File: config.mk
export PLATFORM = sky130hd
export DESIGN_NAME = pipeline_stall_ctrl
export DESIGN_NICKNAME = d
export VERILOG_FILES = /design/src/rtl/pipeline_stall_ctrl.sv
export SDC_FILE = /design/constraint.sdc
export NUM_CORES = 1
export LEC_CHECK = 0
export ABC_AREA = 1
export BUFFER_PORTS_ARGS = -buffer_cell sky130_fd_sc_hd__buf_4
export CORE_UTILIZATION = 25
export CTS_BUF_LIST = sky130_fd_sc_hd__clkbuf_4 sky130_fd_sc_hd__clkbuf_8
export DETAILED_ROUTE_END_ITERATION = 8
export PLACE_DENSITY_LB_ADDON = 0.2
export SYNTH_ARGS = -nofsm -noshare
export SYNTH_HDL_FRONTEND = slang
export SYNTH_SLANG_ARGS = --single-unit
File: constraint.sdc
create_clock -name clk -period 2.2 [get_ports clk]
set_input_delay 0.55 -clock clk [delete_from_list [all_inputs] [get_ports clk]]
set_output_delay 0.55 -clock clk [all_outputs]
set_load 0.01 [all_outputs]
File: src/rtl/pipeline_stall_ctrl.sv
// -----------------------------------------------------------------------------
// pipeline_stall_ctrl
//   Applies the hazard unit's stall/flush requests to the front of the pipeline.
//   Drives the PC / IF/ID / ID/EX write enables and owns the IF/ID and ID/EX
//   valid bits, so inserted bubbles are real. A data-memory wait freezes the
//   whole pipeline. A watchdog flags long runs of consecutive stall cycles.
//
//   Optional feature macro: PIPE_PERF_CNT_EN
//     defined   -> perf_stall / perf_flush / perf_freeze are saturating counters
//     undefined -> no counter flops; the three ports are tied to 0
//
// Ports
//   clk, rst                 clock, synchronous active-high reset
//   stall_req                hazard unit: hold PC and IF/ID
//   flush_ifid_req           hazard unit: squash IF/ID (taken branch)
//   flush_idex_req           hazard unit: insert bubble into ID/EX
//   mem_busy                 data memory not ready: freeze everything
//   if_valid                 fetch stage holds a valid instruction
//   pc_we/ifid_we/idex_we    combinational write enables
//   ifid_valid/idex_valid    registered valid bits
//   ctrl_state               action of the previous cycle (0 RUN,1 STALL,2 FREEZE,3 FLUSH)
//   stall_timeout            sticky watchdog flag
//   perf_stall/flush/freeze  performance counters
// -----------------------------------------------------------------------------
module pipeline_stall_ctrl #(
    parameter int CNT_W         = 32,
    parameter int WD_W          = 4,
    parameter int STALL_TIMEOUT = 15
) (
    input  logic             clk,
    input  logic             rst,
    input  logic             stall_req,
    input  logic             flush_ifid_req,
    input  logic             flush_idex_req,
    input  logic             mem_busy,
    input  logic             if_valid,
    output logic             pc_we,
    output logic             ifid_we,
    output logic             idex_we,
    output logic             ifid_valid,
    output logic             idex_valid,
    output logic [1:0]       ctrl_state,
    output logic             stall_timeout,
    output logic [CNT_W-1:0] perf_stall,
    output logic [CNT_W-1:0] perf_flush,
    output logic [CNT_W-1:0] perf_freeze
);

    typedef enum logic [1:0] {
        ACT_RUN    = 2'd0,
        ACT_STALL  = 2'd1,
        ACT_FREEZE = 2'd2,
        ACT_FLUSH  = 2'd3
    } act_e;

    localparam logic [WD_W-1:0] WD_MAX   = '1;
    localparam logic [WD_W-1:0] WD_LIMIT = WD_W'(STALL_TIMEOUT);

    act_e            act;
    act_e            ctrl_state_q, ctrl_state_d;
    logic            ifid_valid_q, ifid_valid_d;
    logic            idex_valid_q, idex_valid_d;
    logic [WD_W-1:0] wd_q, wd_d;
    logic            timeout_q, timeout_d;

    // Action selection; a flush request under a stall is masked because the
    // branch resolved on stale operands and will re-resolve after the stall.
    always_comb begin
        act = ACT_RUN;
        if (mem_busy)            act = ACT_FREEZE;
        else if (stall_req)      act = ACT_STALL;
        else if (flush_ifid_req) act = ACT_FLUSH;
    end

    always_comb begin
        pc_we   = 1'b0;
        ifid_we = 1'b0;
        idex_we = 1'b0;
        if (!rst) begin
            case (act)
                ACT_FREEZE: ;
                ACT_STALL:  idex_we = flush_idex_req;  // bubble written into ID/EX
                default: begin
                    pc_we   = 1'b1;
                    ifid_we = 1'b1;
                    idex_we = 1'b1;
                end
            endcase
        end
    end

    always_comb begin
        ifid_valid_d = ifid_valid_q;
        idex_valid_d = idex_valid_q;
        wd_d         = wd_q;
        ctrl_state_d = act;
        case (act)
            ACT_FREEZE: ;
            ACT_STALL: begin
                if (flush_idex_req) idex_valid_d = 1'b0;
                if (wd_q != WD_MAX) wd_d = wd_q + 1'b1;
            end
            ACT_FLUSH: begin
                ifid_valid_d = 1'b0;
                idex_valid_d = ifid_valid_q & ~flush_idex_req;
                wd_d         = '0;
            end
            default: begin
                ifid_valid_d = if_valid;
                idex_valid_d = ifid_valid_q & ~flush_idex_req;
                wd_d         = '0;
            end
        endcase
        timeout_d = timeout_q | ((act == ACT_STALL) && (wd_d == WD_LIMIT));
    end

    always_ff @(posedge clk) begin
        if (rst) begin
            ifid_valid_q <= 1'b0;
            idex_valid_q <= 1'b0;
            ctrl_state_q <= ACT_RUN;
            wd_q         <= '0;
            timeout_q    <= 1'b0;
        end else begin
            ifid_valid_q <= ifid_valid_d;
            idex_valid_q <= idex_valid_d;
            ctrl_state_q <= ctrl_state_d;
            wd_q         <= wd_d;
            timeout_q    <= timeout_d;
        end
    end

    assign ifid_valid    = ifid_valid_q;
    assign idex_valid    = idex_valid_q;
    assign ctrl_state    = ctrl_state_q;
    assign stall_timeout = timeout_q;

`ifdef PIPE_PERF_CNT_EN
    localparam logic [CNT_W-1:0] CNT_MAX = '1;

    logic [CNT_W-1:0] perf_stall_q, perf_stall_d;
    logic [CNT_W-1:0] perf_flush_q, perf_flush_d;
    logic [CNT_W-1:0] perf_freeze_q, perf_freeze_d;

    always_comb begin
        perf_stall_d  = perf_stall_q;
        perf_flush_d  = perf_flush_q;
        perf_freeze_d = perf_freeze_q;
        if (act == ACT_STALL  && perf_stall_q  != CNT_MAX) perf_stall_d  = perf_stall_q  + 1'b1;
        if (act == ACT_FLUSH  && perf_flush_q  != CNT_MAX) perf_flush_d  = perf_flush_q  + 1'b1;
        if (act == ACT_FREEZE && perf_freeze_q != CNT_MAX) perf_freeze_d = perf_freeze_q + 1'b1;
    end

    always_ff @(posedge clk) begin
        if (rst) begin
            perf_stall_q  <= '0;
            perf_flush_q  <= '0;
            perf_freeze_q <= '0;
        end else begin
            perf_stall_q  <= perf_stall_d;
            perf_flush_q  <= perf_flush_d;
            perf_freeze_q <= perf_freeze_d;
        end
    end

    assign perf_stall  = perf_stall_q;
    assign perf_flush  = perf_flush_q;
    assign perf_freeze = perf_freeze_q;
`else
    assign perf_stall  = '0;
    assign perf_flush  = '0;
    assign perf_freeze = '0;
`endif

endmodule

==> impl_metrics.ini, run 1 <==
[logic_synthesis]
synthesis.area_sq_mm = 0.001264
async_flop_share_pct = 0
synthTopCellsByArea = buf_4, dfxtp_1, nand2_1, nor2_1, ha_1
yosysTopAreaCell = buf_4
ys_types = 17
synth_seq_cells = 9
yosysTopAreaCellShare_pct = 57.62
ys_seq_area_share_pct = 14.26
synth_ff_type = dfxtp_1
yosys.cell_count.top_type = buf_4
netlist_instances = 181
yosys-top-cells-count = buf_4, nand2_1, nor2_1
synth_warnings = 0
synth_edf_count = 0
syn_avg_cell_area_sq_um = 6.982

[clocking]
cts_sinks = 9
cts_tree = built
postCtsSetupBuffers = 0
clockBufferDepth = 2
clockRootBuffer = clkbuf_8
h-tree-depth = 1
cts_buffers = 3
clkTransAtPathRegs_ns = 0.05
clk_latency_ns = 0.23

[finish]
area_delta_synth_final_pct = -7.920
layout.cells.non_filler = 267
antennaDiodeCount = 0
drive_gt1_share_pct = 15.00
design_area_sq_mm = 0.001164
n_fill_cell = 558
fin_nets = 212

[die]
ioPinCount = 111
start_util_pct = 26.41
die_x_microns = 73.10
rows = 25
die_area_sq_mm = 0.005343
core-area_sq_mm = 0.004786
dieHeight_microns = 73.10

[setup_path]
rr_worst_depth = 9
rr_endpoint = stall_timeout
crit_fanout = 3
rrSetupSlack_ns = 0.83
crit_required_ns = 1.65
endpoint_kind = output pin
regToRegStartpoint = wd_q[1]
critPathLaunchType = primary input
path_class = in2out
arrival_ns = 1.54

[placed_design]
placed_cell_area_sq_mm = 0.001104
dp_cells = 263
dpl.hpwl_mm = 1.416
gp_congestion = 0.7197
io_buffers = 14

[power]
clkPwrFrac_pct = 37.4
ir_drop_uv = 228.0
p_sw_share_pct = 35.27
seqPwrFrac_pct = 33.5
p_int_uw = 328.5
p_comb_share_pct = 29.0
power_switching_uw = 179.0
power_leakage_uw = 0.0006728
powerDensity_mw_per_mm2 = 436.1

[sta]
rsz0062_at_grt = false
finalClockSkew_ns = 0.006367
period_share_pct = 95.13
setup_tns_ns = 0
maxSlewViolCount = 0
setup_violations = 0
fmax_ghz = 0.4778
finalHoldViolCount = 0
period_minus_slack_ns = 2.093

[min_path]
hold_start = stall_timeout
holdCritPathClass = reg2reg
hold_depth = 2
min_to = stall_timeout

[route]
wl_per_cell_microns = 6.052
dr.pass1.iters = 5
drtIter0Drc = 49
ant_nets = 0
routed_wl_mm = 1.616
viasPerCell = 2.955
via_count = 789
drc = 0

[global_routing]
first_global_vias = 531
antenna_found_initial = 0
grt_pass1_wl_mm = 2.173
grt_overflow = 0
grt_max_degree = 10
grt_usage_pct = 5.178

[outcome]
status = finished, final reports clean

[job]
drv_cap = 0
[worst max-delay path by stage]
stage                         start      end
after floorplan           stall_req    pc_we
after detailed placement  stall_req  ifid_we
after CTS                 stall_req  ifid_we
after global placement    stall_req  idex_we
after global routing      stall_req  idex_we
final                     stall_req  ifid_we
[layout by cell type (no fill, tap or decap), types with 2 or more instances in the layout]
cell type / Yosys / layout
inv_1: 13 / 13
nand4_1: 2 / 2
a21oi_2: 1 / 2
ha_1: 4 / 3
nand3_1: 6 / 6
conb_1: 1 / 96
buf_4: 97 / 19
nor2_1: 18 / 18
dfxtp_1: 9 / 9
clkbuf_8: 0 / 3
a21oi_1: 5 / 4
nand2_1: 19 / 18
[per-stage QoR]
step / hold slack [ns] / util, % / setup WS (ns) / power (uW)
2_1_floorplan: 0.4842 / - / 0.02515 / 406.5
3_3_place_gp: 0.4567 / 23.06 / 0.004515 / 317.5
3_5_place_dp: 0.4540 / 23.06 / 0.02956 / 315.5
4_1_cts: 0.4668 / 24.03 / 0.03395 / 514.4
5_1_grt: 0.4777 / 24.31 / 0.0008801 / 551.6
6_report: 0.4674 / 24.31 / 0.1072 / 507.5
[logic make-up (layout without fill, tap and decap cells)]
logic type / after synthesis / in the layout / synth area share (%)
buffers and inverters: 113 / 37 / 62.97
AND/OR/NAND/NOR: 46 / 46 / 14.85
flip-flops: 9 / 9 / 14.26
AO/OA/AOI/OAI: 8 / 8 / 3.663
adder cells (fa/ha/maj): 4 / 4 / 3.961
other: 1 / 96 / 0.2967
[power groups by stage]
stage	Clock, uW	Combinational [uW]	Sequential [uW]
4_1_cts	202	142	170
2_1_floorplan	0	232	175
5_1_grt	214	167	170
6_report	190	147	170
3_3_place_gp	0	144	173
3_5_place_dp	0	142	173
[critical path, cell delays in order]
cell     delay, ns
buf_4         0.08
inv_1         0.04
a21oi_2       0.18
inv_1         0.08
ha_1          0.31
inv_1         0.06
nor2_1        0.12
buf_4         0.14
[per-layer routing]
layer / global-route usage [%] / vias up / part of all wire [%]
met5: 0 / - / 0
li1: - / 392 / -
met4: 1.961 / 0 / 0.50
met2: 8.333 / 60 / 50
met1: 6.151 / 335 / 38
met3: 2.072 / 2 / 12
[final cells by class]
class,instances,area [sq um],area share (%)
clock buffer,3,41.29,3.548
sequential,9,180.2,15.48
inverter,14,52.55,4.516
timing repair buffer,19,142.6,12.26
multi-input combinational,154,658.1,56.56
tap,67,83.83,7.204
clock inverter,1,5.005,0.4301
[what timing repair did]
| item | in CTS | in global routing |
|---|---|---|
| hold buffers | 0 | 0 |
| endpoints found under the setup margin | 0 | 3 |
| gates resized for setup | 0 | 4 |
[state kept, by name (all words and copies together) (netlist names)]
register,flops
stall_timeout,1
idex_valid,1
ifid_valid,1
ctrl_state,2
wd_q,4
Power figures use the tool's default switching activity.
==> inputs of run 2 (changes only) <==
--- a/constraint.sdc
+++ b/constraint.sdc
@@ -3,2 +3,2 @@
 set_output_delay 0.55 -clock clk [all_outputs]
-set_load 0.01 [all_outputs]
+set_load 0.1 [all_outputs]
==> run 2 against run 1 <==
Net effect:
- core utilization increased by 4.2 points
- largest cell class unchanged
- sequential power about the same
- clock power increased by 11%
- cell count increased by 1.9%
- highest routed layer is now met3
- via count increased by 2.5%
- die area unchanged
- critical path type unchanged
==> impl_metrics.ini, run 2 (synthesized netlist as in run 1, its figures left out) <==
[outcome]
status = finished, final reports clean

[clocking]
clkTransAtPathRegs_ns = 0.05
cts.hold.buffers_added = 0
clk_latency_ns = 0.23
cts_buffers = 3
clockBufferDepth = 2
cts_tree = built
clockRootBuffer = clkbuf_8
cts_sinks = 9
h-tree-depth = 1

[sta]
period_minus_slack_ns = 2.183
maxSlewViolCount = 0
rsz0062_at_grt = true
finalHoldViolCount = 0
finalWorstSetupSlack_ns = 0.01664
fmax_ghz = 0.4580
period_share_pct = 99.24
setup_violations = 0
finalClockSkew_ns = 0.0001014

[global_routing]
grt_pass1_wl_mm = 2.587
grt_usage_pct = 6.422
grt_overflow = 0
grt-busiest-layer = met2
grt_max_degree = 10
use_met1_pct = 6.733
grt_util_met3_pct = 2.901
antenna_found_initial = 0
first_global_vias = 599
grt.met2_usage_pct = 11.73

[route]
drc = 0
drtIter0Drc = 16
wl_per_cell_microns = 6.397
viasPerCell = 2.974
dr.pass1.iters = 3
ant_nets = 0
via_count = 809
routed_wl_mm = 1.740

[setup_path]
critPathLaunchType = primary input
setup.worst_path.end = ifid_we
rr_worst_depth = 9
crit_start = flush_ifid_req
regToRegStartpoint = wd_q[1]
endpoint_kind = output pin
rrSetupSlack_ns = 0.83
arrival_ns = 1.63
crit_fanout = 3
path_class = in2out
crit_required_ns = 1.65
rr_endpoint = stall_timeout

[finish]
multi_input_area_sq_um = 723.2
largest_register_ffs = 4
post-route-util_pct = 28.47
fin_nets = 217
max_flop_register = wd_q
drive_gt1_share_pct = 21.95
design_area_sq_mm = 0.001363
n_fill_cell = 549
final_cell_mix = conb_1, buf_4, nand2_1, nor2_1, dfxtp_1
antennaDiodeCount = 0
seqCellArea_sq_um = 180.2
layout_commonest_cell = conb_1
area_delta_synth_final_pct = 7.822

[die]
die_area_sq_mm = 0.005343
ioPinCount = 111
start_util_pct = 26.41
die_x_microns = 73.10
core-area_sq_mm = 0.004786
dieHeight_microns = 73.10
rows = 25

[power]
powerDensity_mw_per_mm2 = 940.3
power_leakage_uw = 0.0007325
ir_drop_uv = 313.1

[placed_design]
gp_congestion = 0.7570
placed_cell_area_sq_mm = 0.001246
io_buffers = 14
post-place-ws_ns = -0.06189
dpl.hpwl_mm = 1.444

[min_path]
holdCritPathClass = reg2reg

[job]
drv_cap = 0
## run 2: worst max-delay path, stage by stage
cell,delay [ns]
buf_12,0.10
inv_12,0.03
a21oi_4,0.20
inv_2,0.08
ha_4,0.28
inv_4,0.04
nor2_4,0.17
buf_12,0.20
## run 2: worst min-delay path by stage
| stage | from | endpoint | slack [ns] | cells after the start |
|---|---|---|---|---|
| 2_1_floorplan | wd_q[1] | wd_q[1] | 0.55 | 4 |
| 3_3_place_gp | stall_timeout | stall_timeout | 0.46 | 2 |
| 3_5_place_dp | stall_timeout | stall_timeout | 0.46 | 2 |
| 4_1_cts | stall_timeout | stall_timeout | 0.46 | 2 |
| 5_1_grt | stall_timeout | stall_timeout | 0.50 | 2 |
| 6_report | stall_timeout | stall_timeout | 0.46 | 2 |
## run 2: cell type report
class / count / share of cell area (%)
clock buffer: 4 / 3.581
inverter: 14 / 6.520
multi-input combinational: 154 / 53.08
sequential: 9 / 13.22
tap: 67 / 6.152
timing repair buffer: 24 / 17.45
## run 2: layer usage
metal	vias up	wire [microns]
met3	0	195
met4	0	0
li1	405	-
met2	55	940
met1	349	604
met5	-	0
## run 2: per-stage QoR
step / instances / total power [uW] / hold WS (ns) / setup TNS [ns]
floorplan: 276 / 1141 / 0.5475 / -0.5576
global placement: 267 / 1051 / 0.4551 / -0.1912
detailed placement: 267 / 1051 / 0.4557 / -0.1851
CTS: 271 / 1285 / 0.4636 / 0
global route: 272 / 1323 / 0.4980 / -0.07573
finish: 272 / 1281 / 0.4612 / 0
## run 2: report_power, final
group / internal (uW) / switching [uW]
sequential: 168 / 2.19
combinational: 73.1 / 828
clock: 139 / 70.9
## run 2: repair_timing
item | 4_1_cts | 5_1_grt
cloned | 0 | 0
setup endpoints to repair | 3 | 3
setup buffers | 0 | 1
pin swaps | 2 | 3
resized for setup | 10 | 6
==> inputs of run 3 (changes only) <==
- CORE_UTILIZATION: 25 -> 39
==> run 3 against run 2 <==
Net effect:
- count of clock-buffer cells in the layout unchanged
- non-clock buffer count stayed put
- sequential share of layout area increased by 0.50 points
- core utilization rose by 15 points
- critical path depth unchanged
- via count up 0.62%
- combinational power about the same
- die area is 35% lower
- highest routed layer unchanged
- critical path type unchanged
- critical endpoint unchanged
- hold slack gained 0.00066 ns
- largest cell class unchanged
- design area down 3.7%
- cell count shrank 8.5%
- sequential power is essentially flat
==> impl_metrics.ini, run 3 (synthesized netlist as in run 1, its figures left out) <==
[outcome]
status = finished, final reports clean

[die]
start_util_pct = 41.39
rows = 20
dieHeight_microns = 58.93
die_area_sq_mm = 0.003472
core-area_sq_mm = 0.003053
ioPinCount = 111
die_x_microns = 58.93

[clocking]
cts_tree = built
clockBufferDepth = 2
clockRootBuffer = clkbuf_4
cts.hold.buffers_added = 0
clkTransAtPathRegs_ns = 0.06
cts_sinks = 9
clk_latency_ns = 0.26
h-tree-depth = 1
cts_buffers = 3

[route]
viasPerCell = 3.269
ant_nets = 0
dr.pass1.iters = 4
wl_per_cell_microns = 6.490
routed_wl_mm = 1.616
drtIter0Drc = 9
drc = 0
via_count = 814

[power]
ir_drop_uv = 374.9
power_leakage_uw = 0.0007237
powerDensity_mw_per_mm2 = 922.5

[placed_design]
io_buffers = 14
dp_cells = 244
post-place-ws_ns = -0.07818
dpl.hpwl_mm = 1.375
gp_congestion = 0.8046
placed_cell_area_sq_mm = 0.001217

[setup_path]
crit_required_ns = 1.65
rr_worst_depth = 9
path_class = in2out
critPathLaunchType = primary input
endpoint_kind = output pin
arrival_ns = 1.62
crit_fanout = 3

[finish]
n_fill_cell = 336
largest_register_ffs = 4
layout.cells.non_filler = 249
final_cell_mix = conb_1, buf_4, nand2_1, nor2_1, dfxtp_1
fin_nets = 217
area_delta_synth_final_pct = 3.861
antennaDiodeCount = 0
drive_gt1_share_pct = 21.95
max_flop_register = wd_q
design_area_sq_mm = 0.001313
layout_commonest_cell = conb_1

[min_path]
holdCritPathClass = reg2reg
hold_depth = 2

[sta]
maxSlewViolCount = 0
rsz0062_at_grt = true
finalClockSkew_ns = 0.0003079
setup_tns_ns = 0
fmax_ghz = 0.4602
finalHoldViolCount = 0
period_share_pct = 98.78
finalWorstSetupSlack_ns = 0.02690
period_minus_slack_ns = 2.173
setup_violations = 0

[global_routing]
grt_overflow = 0
grt_pass1_wl_mm = 2.477
grt_usage_pct = 9.646
first_global_vias = 625
grt_max_degree = 10
antenna_found_initial = 0

[job]
drv_cap = 0
## run 3: cell counts in the layout (fill, tap and decap cells not counted)
Identical to the previous run, type by type.
## run 3: final timing paths
| kind | startpoint | end | slack (ns) |
|---|---|---|---|
| worst max-delay path | flush_ifid_req | ifid_we | 0.03 |
| worst min-delay path | stall_timeout | stall_timeout | 0.46 |
| worst max register to register | wd_q[1] | stall_timeout | 0.87 |
| worst min register to register | stall_timeout | stall_timeout | 0.46 |
## run 3: where the power goes
group	total, uW	internal, uW	switching (uW)
Clock	139	82.2	57.1
Combinational	902	74.2	828
Sequential	170	167	2.12
Total	1210	324	887
## run 3: cell type report
type	instances	area, sq um	share of cell area [%]
clock buffers	4	30.03	2.288
inverters	14	86.33	6.578
multi-input cells	154	723.2	55.10
flip-flops and latches	9	180.2	13.73
well taps	44	55.05	4.194
repair buffers	24	237.7	18.11
## run 3: critical path, cell delays in order
cell     delay [ns]
buf_12         0.10
inv_12         0.03
a21oi_4        0.19
inv_2          0.08
ha_4           0.28
inv_4          0.04
nor2_4         0.16
buf_12         0.19
## run 3: metrics by stage
step / utilization [%] / total power, uW / hold slack [ns]
floorplan: - / 1141 / 0.5475
global placement: 39.88 / 1050 / 0.4535
detailed placement: 39.88 / 1051 / 0.4548
CTS: 42.05 / 1205 / 0.4641
global route: 42.99 / 1249 / 0.4946
finish: 42.99 / 1211 / 0.4619
## run 3: per-layer routing
metal	wire [microns]	global-route usage, %	up-vias
met5	0	0	-
met3	196	5.495	0
met1	529	9.212	342
met4	0	1.701	0
li1	-	-	405
met2	890	18.02	67
## run 3: what timing repair did
item                       in CTS  in global routing
gates resized for setup         9                  6
pin swaps                       2                  4
setup endpoints to repair       3                  3
buffers inserted                0                  1
